`src/rtl/sync_fifo_pkg.sv`:
```
// Shared constants and helpers for the sync_fifo_flags buffer family.
package sync_fifo_pkg;

  localparam int unsigned DEF_DATA_WIDTH = 8;
  localparam int unsigned DEF_ADDR_WIDTH = 4;
  localparam int unsigned DEPTH          = 1 << DEF_ADDR_WIDTH;
  localparam int unsigned DEF_AF_THRESH  = DEPTH - 2;
  localparam int unsigned DEF_AE_THRESH  = 2;

  // Smallest r with 2**r >= v.
  function automatic int unsigned clog2(input int unsigned v);
    int unsigned r;
    r = 0;
    for (int unsigned i = 0; i < 32; i++) begin
      if ((64'd1 << i) < 64'(v)) r = i + 1;
    end
    return r;
  endfunction

endpackage

```
`src/rtl/sync_fifo_ram.sv`:
```
// Simple dual-port storage: synchronous write, async or registered read.
module sync_fifo_ram
  import sync_fifo_pkg::*;
#(
  parameter int unsigned DATA_WIDTH = DEF_DATA_WIDTH,
  parameter int unsigned ADDR_WIDTH = DEF_ADDR_WIDTH,
  parameter bit          FWFT       = 1'b0
) (
  input  logic                  clk,
  input  logic                  rst_n,
  input  logic                  we,
  input  logic [ADDR_WIDTH-1:0] waddr,
  input  logic [DATA_WIDTH-1:0] wdata,
  input  logic                  re,
  input  logic [ADDR_WIDTH-1:0] raddr,
  output logic [DATA_WIDTH-1:0] rdata
);

  localparam int unsigned WORDS = 1 << ADDR_WIDTH;

  logic [DATA_WIDTH-1:0] mem [WORDS];
  logic [DATA_WIDTH-1:0] rdata_q;

  always_ff @(posedge clk) begin
    if (we) mem[waddr] <= wdata;
  end

  // Output register holds its value between reads; only the read port is reset.
  always_ff @(posedge clk or negedge rst_n) begin
    if (!rst_n)  rdata_q <= '0;
    else if (re) rdata_q <= mem[raddr];
  end

  assign rdata = FWFT ? mem[raddr] : rdata_q;

endmodule

```
`src/rtl/sync_fifo_flags.sv`:
```
// Single-clock FIFO with registered flags, thresholds, sticky errors and flush.
module sync_fifo_flags
  import sync_fifo_pkg::*;
#(
  parameter int unsigned DATA_WIDTH = DEF_DATA_WIDTH,
  parameter int unsigned ADDR_WIDTH = DEF_ADDR_WIDTH,
  parameter int unsigned AF_THRESH  = (1 << ADDR_WIDTH) - 2,
  parameter int unsigned AE_THRESH  = DEF_AE_THRESH,
  parameter bit          FWFT       = 1'b0
) (
  input  logic                  clk,
  input  logic                  rst_n,
  input  logic                  flush,
  input  logic                  clr_err,
  input  logic                  wr_en,
  input  logic [DATA_WIDTH-1:0] din,
  input  logic                  rd_en,
  output logic [DATA_WIDTH-1:0] dout,
  output logic                  dout_valid,
  output logic                  full,
  output logic                  empty,
  output logic                  almost_full,
  output logic                  almost_empty,
  output logic [ADDR_WIDTH:0]   count,
  output logic                  overflow,
  output logic                  underflow
);

  localparam int unsigned      NWORDS  = 1 << ADDR_WIDTH;
  localparam int unsigned      CW      = clog2(NWORDS + 1);
  localparam logic [CW-1:0]    DEPTH_C = CW'(NWORDS);
  localparam logic [CW-1:0]    AF_C    = CW'(AF_THRESH);
  localparam logic [CW-1:0]    AE_C    = CW'(AE_THRESH);

  logic [ADDR_WIDTH-1:0] wr_ptr_q, wr_ptr_d, rd_ptr_q, rd_ptr_d;
  logic [CW-1:0]         count_q, count_d;
  logic                  full_q, full_d, empty_q, empty_d;
  logic                  af_q, af_d, ae_q, ae_d;
  logic                  ov_q, ov_d, un_q, un_d;
  logic                  dv_q, dv_d;
  logic                  wr_acc, rd_acc;
  logic [DATA_WIDTH-1:0] rdata;

  // Flush suppresses both accepts so neither memory nor read register moves.
  always_comb begin
    wr_acc = wr_en & ~full_q  & ~flush;
    rd_acc = rd_en & ~empty_q & ~flush;
  end

  always_comb begin
    wr_ptr_d = wr_ptr_q;
    rd_ptr_d = rd_ptr_q;
    count_d  = count_q;
    if (flush) begin
      wr_ptr_d = '0;
      rd_ptr_d = '0;
      count_d  = '0;
    end else begin
      if (wr_acc) wr_ptr_d = wr_ptr_q + 1'b1;
      if (rd_acc) rd_ptr_d = rd_ptr_q + 1'b1;
      case ({wr_acc, rd_acc})
        2'b10:   count_d = count_q + 1'b1;
        2'b01:   count_d = count_q - 1'b1;
        default: count_d = count_q;
      endcase
    end
  end

  // Flags come from next-state count so they line up with count itself.
  always_comb begin
    full_d  = (count_d == DEPTH_C);
    empty_d = (count_d == '0);
    af_d    = (count_d >= AF_C);
    ae_d    = (count_d <= AE_C);
    ov_d    = clr_err ? 1'b0 : (ov_q | (wr_en & full_q));
    un_d    = clr_err ? 1'b0 : (un_q | (rd_en & empty_q));
    dv_d    = rd_acc;
  end

  always_ff @(posedge clk or negedge rst_n) begin
    if (!rst_n) begin
      wr_ptr_q <= '0;
      rd_ptr_q <= '0;
      count_q  <= '0;
      full_q   <= 1'b0;
      empty_q  <= 1'b1;
      af_q     <= (AF_THRESH == 0);
      ae_q     <= 1'b1;
      ov_q     <= 1'b0;
      un_q     <= 1'b0;
      dv_q     <= 1'b0;
    end else begin
      wr_ptr_q <= wr_ptr_d;
      rd_ptr_q <= rd_ptr_d;
      count_q  <= count_d;
      full_q   <= full_d;
      empty_q  <= empty_d;
      af_q     <= af_d;
      ae_q     <= ae_d;
      ov_q     <= ov_d;
      un_q     <= un_d;
      dv_q     <= dv_d;
    end
  end

  sync_fifo_ram #(
    .DATA_WIDTH (DATA_WIDTH),
    .ADDR_WIDTH (ADDR_WIDTH),
    .FWFT       (FWFT)
  ) u_ram (
    .clk   (clk),
    .rst_n (rst_n),
    .we    (wr_acc),
    .waddr (wr_ptr_q),
    .wdata (din),
    .re    (rd_acc),
    .raddr (rd_ptr_q),
    .rdata (rdata)
  );

  // In FWFT mode the stale head word is masked so dout reads 0 while empty.
  assign dout_valid   = FWFT ? ~empty_q : dv_q;
  assign dout         = (FWFT && empty_q) ? '0 : rdata;
  assign full         = full_q;
  assign empty        = empty_q;
  assign almost_full  = af_q;
  assign almost_empty = ae_q;
  assign count        = count_q;
  assign overflow     = ov_q;
  assign underflow    = un_q;

endmodule

```
`config.mk`:
```
export PLATFORM = sky130hd
export DESIGN_NAME = sync_fifo_flags
export DESIGN_NICKNAME = d
export VERILOG_FILES = /design/src/rtl/sync_fifo_pkg.sv /design/src/rtl/sync_fifo_ram.sv /design/src/rtl/sync_fifo_flags.sv
export SDC_FILE = /design/constraint.sdc
export NUM_CORES = 1
export LEC_CHECK = 0
export ABC_CLOCK_PERIOD_IN_PS = 3300
export BUFFER_PORTS_ARGS = -buffer_cell sky130_fd_sc_hd__buf_2
export CAP_MARGIN = 15
export CORE_MARGIN = 5
export CORE_UTILIZATION = 40
export CTS_BUF_LIST = sky130_fd_sc_hd__clkbuf_16
export DETAILED_ROUTE_END_ITERATION = 10
export GPL_TIMING_DRIVEN = 0
export PLACE_DENSITY = 0.55
export REMOVE_ABC_BUFFERS = 1
export SLEW_MARGIN = 10
export SYNTH_ARGS = -nofsm -noshare
export SYNTH_HDL_FRONTEND = slang
export SYNTH_SLANG_ARGS = --single-unit
```
`constraint.sdc`:
```
create_clock -name clk -period 3.3 [get_ports clk]
set_clock_uncertainty 0.05 [all_clocks]
set_input_delay 0.66 -clock clk [delete_from_list [all_inputs] [get_ports clk]]
set_output_delay 0.66 -clock clk [all_outputs]
set_load 0.02 [all_outputs]
```
Word-level counts from Yosys, hierarchy flattened
Memories as Yosys holds them, arrays and structs flattened. A register that Yosys moved wholly into a read port is not among the register bits.
Cells that the tools add are included.
{"block": "op_classes", "n_addsub": 4, "n_lt_le_gt_ge": 2, "n_eq_ne": 3, "muxes": 10, "bitwise": 11, "n_reduce_logical": 4}
{"op": "$mux W4", "n": 4}
{"op": "$pmux W5 S2", "n": 1}
{"op": "$add A4 B1 Y4 const B", "n": 2}
{"op": "$and A1 B1 Y1", "n": 6}
{"op": "$add A5 B1 Y5 const B", "n": 1}
{"op": "$eq A5 B5 Y1 const B", "n": 1}
{"op": "$ge A5 B4 Y1 const B", "n": 1}
{"op": "$le A5 B2 Y1 const B", "n": 1}
{"op": "$logic_not A5 Y1", "n": 1}
{"op": "$mux W5", "n": 1}
{"op": "$sub A5 B1 Y5 const B", "n": 1}
{"op": "$mux W1", "n": 4}
{"op": "$reduce_bool A2 Y1", "n": 2}
{"op": "$not A1 Y1", "n": 3}
{"op": "$eq A2 B1 Y1 const B", "n": 1}
{"op": "$eq A2 B2 Y1 const B", "n": 1}
{"op": "$or A1 B1 Y1", "n": 2}
{"op": "$logic_not A1 Y1", "n": 1}
{"block": "word_totals", "regBits": 20, "mem_bits_rw": 128, "inputBits": 14, "mem_count": 1}
{"name": "u_ram.mem", "words": 16, "width": 8, "rd": 1, "rd_ports_with_merged_regs": 1, "write_ports": 1, "line": "sync_fifo_ram.sv:21", "text": "logic [DATA_WIDTH-1:0] mem [WORDS];"}

Longest topological paths before layout
{"block": "logic_depth", "ltp_word": 7, "ltp_mapped": 11}

Cells and area by module
From an unflattened synthesis, not the netlist that was laid out.
{"block": "unflattened", "hier_cells": 337, "hier_area_um2": 6387.4}
{"mod": "sync_fifo_ram", "instances": 1, "cells_per_inst": 240, "area_each_um2": 5331.4}
{"mod": "sync_fifo_flags", "instances": 1, "cells_per_inst": 97, "area_each_um2": 1056.0}

Worst setup path after synthesis
Ideal clock, no wire load.
{"block": "synth_timing", "path_kind": "input port to flip-flop", "start": "input flush", "end": "register ae_q, in the netlist almost_empty", "setup_time_ns": 0.105, "t_arrival_ns": 2.848, "required_ns": 3.145, "setup_slack_ns": 0.297, "stages": 11, "n_path_buf": 1, "path_cell_list": "or3b_4 > inv_1 > buf_2 > nand2_1 > xnor2_1 > ha_1 > a21o_1 > and3_1 > o311a_1 > a21o_1 > o41ai_1"}
{"block": "synth_between", "elab_chain_cells": 6}
{"item": "from (decl)", "line": "sync_fifo_flags.sv:13", "text": "input logic flush,"}
{"item": "$not A1 Y1", "line": "sync_fifo_flags.sv:46, sync_fifo_flags.sv:47"}
{"item": "$and A1 B1 Y1 (on tied branches)", "line": "sync_fifo_flags.sv:47, sync_fifo_flags.sv:46"}
{"item": "$eq A2 B1 Y1 or $eq A2 B2 Y1 (tied branches)", "line": "sync_fifo_flags.sv:61", "text": "case ({wr_acc, rd_acc})"}
{"item": "$pmux W5 S2", "line": "sync_fifo_flags.sv:61"}
{"item": "$mux W5 (*)", "line": "sync_fifo_flags.sv:54", "text": "if (flush) begin"}
{"item": "net count_d[2]", "line": "sync_fifo_flags.sv:36", "text": "logic [CW-1:0] count_q, count_d;"}
{"item": "$le A5 B2 Y1 (*)", "line": "sync_fifo_flags.sv:74", "text": "ae_d = (count_d <= AE_C);"}
{"item": "net ae_d", "line": "sync_fifo_flags.sv:38", "text": "logic af_q, af_d, ae_q, ae_d;"}
{"item": "to (signal assigned)", "line": "sync_fifo_flags.sv:88", "text": "ae_q <= 1'b1;"}
{"item": "to (signal assigned)", "line": "sync_fifo_flags.sv:99", "text": "ae_q <= ae_d;"}
{"item": "to (decl)", "line": "sync_fifo_flags.sv:38"}
The timed path passes the listed nets; every way through them passes the cells marked *.
A chain may end at the register's enable or synchronous reset.

Final worst setup path
{"block": "layout_timing", "start": "input flush", "end": "register full_q, in the netlist full"}
{"block": "layout_between", "elab_chain_cells": 6}
{"item": "$not A1 Y1", "line": "sync_fifo_flags.sv:46, sync_fifo_flags.sv:47"}
{"item": "$and A1 B1 Y1 (on tied branches)", "line": "sync_fifo_flags.sv:47, sync_fifo_flags.sv:46"}
{"item": "$eq A2 B1 Y1 or $eq A2 B2 Y1 (tied branches)", "line": "sync_fifo_flags.sv:61"}
{"item": "$pmux W5 S2", "line": "sync_fifo_flags.sv:61"}
{"item": "$mux W5 (*)", "line": "sync_fifo_flags.sv:54"}
{"item": "$eq A5 B5 Y1 (*)", "line": "sync_fifo_flags.sv:71", "text": "full_d = (count_d == DEPTH_C);"}
{"item": "net full_d", "line": "sync_fifo_flags.sv:37", "text": "logic full_q, full_d, empty_q, empty_d;"}
{"item": "to (signal assigned)", "line": "sync_fifo_flags.sv:96", "text": "full_q <= full_d;"}
{"item": "to (decl)", "line": "sync_fifo_flags.sv:37"}
Marked as above.

==> impl_metrics.ini <==
[worst_setup_path]
rrSetupSlack_ns = 0.35
critPathKind = primary input to register
critPathRequiredTime_ns = 3.55
cp-end-kind = register
critPathMaxStageDelay_ns = 0.53
critPathArrivalTime_ns = 3.33
crit_fanout = 14
cp_slowest_cell = or3b_4
r2r_cells = 10
path_cells = buf_2, or3b_4, clkinvlp_4, nand2_1, xnor2_1, ha_1, a21o_1, and3_1, o311a_1, a211o_1, nor4b_1
crit_path_start_kind = primary input

[floorplanning]
die_h_um = 136
fp.dieArea_um2 = 18400
coreArea_um2 = 15700
die_w_um = 136
row_count = 46
start_util = 0.403
ios = 34

[placed_design]
globalplace.congestion = 0.768
placedCellCount = 581
port_buffers = 33
place_hpwl_um = 7920

[timing]
tns_ns = 0
worst_pin_slew_ns = 0.806
slew_headroom = 0.460
hold_viol_final = 0
fin_crit_ns = 3.09
grt_setup_unrepaired = false
whs_ns = 0.216
fmax_mhz = 324
slew_violations = 0
setup_viol = 0
post-route-period-util = 0.935

[synth]
synth_compound_area_frac = 0.0226
synth-seq-area-share = 0.720
ys_ff_latch = 156
asyncSetResetFlopFracSynth = 0.179
synth_area_leaders = edfxtp_1 61%, mux4_2 14%, dfrtp_1 10%, nand2_1 2.0%, and2_1 1.5%
netlist_area_um2 = 6310
synth_top_area_frac = 0.609
netlist_instances = 347
muxShareOfSynthArea = 0.146
avgSynthCellArea_um2 = 18.2
synth_edf_count = 128
synth-simple-area-share = 0.0674
synth_adder_area_share = 0.0139
synth_xor_area_frac = 0.0153
synthDistinctLibCells = 35
yosysWarnings = 0
synth_top_family_by_area = multiplexers
synth_flop_cell = edfxtp_1
synth_area_leader_cell = edfxtp_1

[run_status]
status = complete, no violations

[detailed_routing]
dr.pass1.iters = 5
via_count = 3085
drc = 0
wl_um = 11400
via_per_inst = 5.03
wire_per_inst_um = 18.6
final_antenna_net_count = 0
drt_iter0_drc = 251

[cells_and_area]
stdcell_count = 613
fin_util = 0.467
syn_to_final_growth_pct = 16.0
antennaDiodeCount = 0
nFillCells = 1362
drive_gt1_frac = 0.277
fin_nets = 405

[grt]
grt-ovfl-total = 0
antenna_found_initial = 0
grt_pass1_vias = 3209
grt_max_degree = 29
grt_usage = 0.137
grt_pass1_wl_um = 18500

[pwr]
pwr_density_cell_nw_per_um2 = 623
p_leak_nw = 2.55
ir_worst_vdd_uv = 365
total_power_mw = 4.56

[clock_network]
post_cts_buffers = 0
clkTransAtPathRegs_ns = 0.06
clk_path_buf_depth = 2
root_buffer = clkbuf_16
clk_latency_ns = 0.42
htreeDepth = 4
cts_tree = done
cts.sinks = 156
cts_made_buffers = 17

[job]
maxCapViolations = 0

[min_path]
min_path_type = primary input to asynchronous set/reset pin
[cells by family after synthesis]
logic type,count (synthesis)
adder cells (fa/ha/maj),7
multiplexers,42
buffers and inverters,23
AND/OR/NAND/NOR,89
flip-flops,156
XOR/XNOR,11
AO/OA/AOI/OAI,19
[what timing repair did]
| item | CTS | global route |
|---|---|---|
| setup endpoints to repair | 0 | 4 |
| hold buffers | 0 | 0 |
| resized for setup | 0 | 2 |
[power by group]
| part | switching, mW | internal, mW | leakage [nW] |
|---|---|---|---|
| sequential | 0.0525 | 2.20 | 1.52 |
| clock | 0.734 | 1.18 | 0.290 |
| combinational | 0.229 | 0.165 | 0.737 |
| total | 1.02 | 3.54 | 2.55 |
[per-layer routing]
| layer | GRT usage | vias up | part of all wire |
|---|---|---|---|
| li1 | - | 1421 | - |
| met1 | 0.195 | 1556 | 0.47 |
| met2 | 0.206 | 95 | 0.47 |
| met3 | 0.0301 | 13 | 0.041 |
| met4 | 0.0554 | 0 | 0.015 |
| met5 | 0 | - | 0 |
[sequential cells by signal, indices dropped and copies added (netlist names)]
name	cells
overflow	1
almost_empty	1
full	1
u_ram.rdata	8
count	5
rd_ptr_q	4
wr_ptr_q	4
u_ram.mem	128
underflow	1
almost_full	1
dout_valid	1
empty	1
[per-stage QoR]
step,worst slack [ns],area [um^2]
floorplan,0.241,6240
global placement,-0.317,6680
detailed placement,-0.339,6730
CTS,0.0757,7310
global route,0.0209,7320
finish,0.215,7320
[synth_stat cells, types with 3 or more instances]
| cell type | number |
|---|---|
| nand2b_1 | 3 |
| nand2_1 | 33 |
| a21oi_1 | 7 |
| nand4_1 | 3 |
| edfxtp_1 | 128 |
| clkbuf_1 | 11 |
| nor2_1 | 22 |
| inv_1 | 6 |
| buf_2 | 4 |
| and2_1 | 15 |
| mux4_2 | 40 |
| xnor2_1 | 5 |
| ha_1 | 7 |
| dfrtp_1 | 26 |
| nor3_1 | 3 |
| o41ai_1 | 3 |
| xor2_1 | 6 |
[final cells by class]
| type | instances | area [um^2] | area share |
|---|---|---|---|
| Multi-Input combinational cell | 168 | 1680 | 0.230 |
| Timing Repair Buffer | 35 | 205 | 0.0280 |
| Inverter | 6 | 26.3 | 0.00359 |
| Clock buffer | 17 | 425 | 0.0581 |
| Tap cell | 216 | 270 | 0.0369 |
| Clock inverter | 15 | 161 | 0.0221 |
| Sequential cell | 156 | 4550 | 0.622 |
[cell usage in the layout (no fill, tap or decap), types with 2 or more instances in the layout]
cell and count:
nand2b_1 3, o41ai_1 3, buf_2 33, xnor2_1 5
a21oi_1 7, dfstp_2 2, dfrtp_1 24, mux4_2 40
a21o_1 2, nand4_1 3, bufinv_16 3, nand3_1 2
xor2_1 6, buf_12 2, ha_1 7, mux2i_1 2
inv_1 9, and2_1 15, clkbuf_16 17, dfrtp_2 2
clkinv_4 2, nor2_1 22, o211ai_1 2, nor3_1 2
nand2_1 33, clkinv_1 2, clkinvlp_4 4, edfxtp_1 128
[worst max-delay path: cells and delay by family]
kind	cells	cell delay [ns]
AOI/OAI and AO/OA	3	0.77
xor gates and xnor gates	1	0.14
adders and majority gates	1	0.22
buffers and inverters	2	0.42
and+or+nand+nor	4	1.11
[final timing paths]
| kind | endpoint | start |
|---|---|---|
| max | full | flush |
| min | count[3] | rst_n |
| max reg2reg | full | empty |
| min reg2reg | u_ram.rdata[1] | u_ram.rdata[1] |
| max in group asynchronous | rd_ptr_q[0] | rst_n |
| min in group clk | underflow | clr_err |
Power figures use the tool's default switching activity.
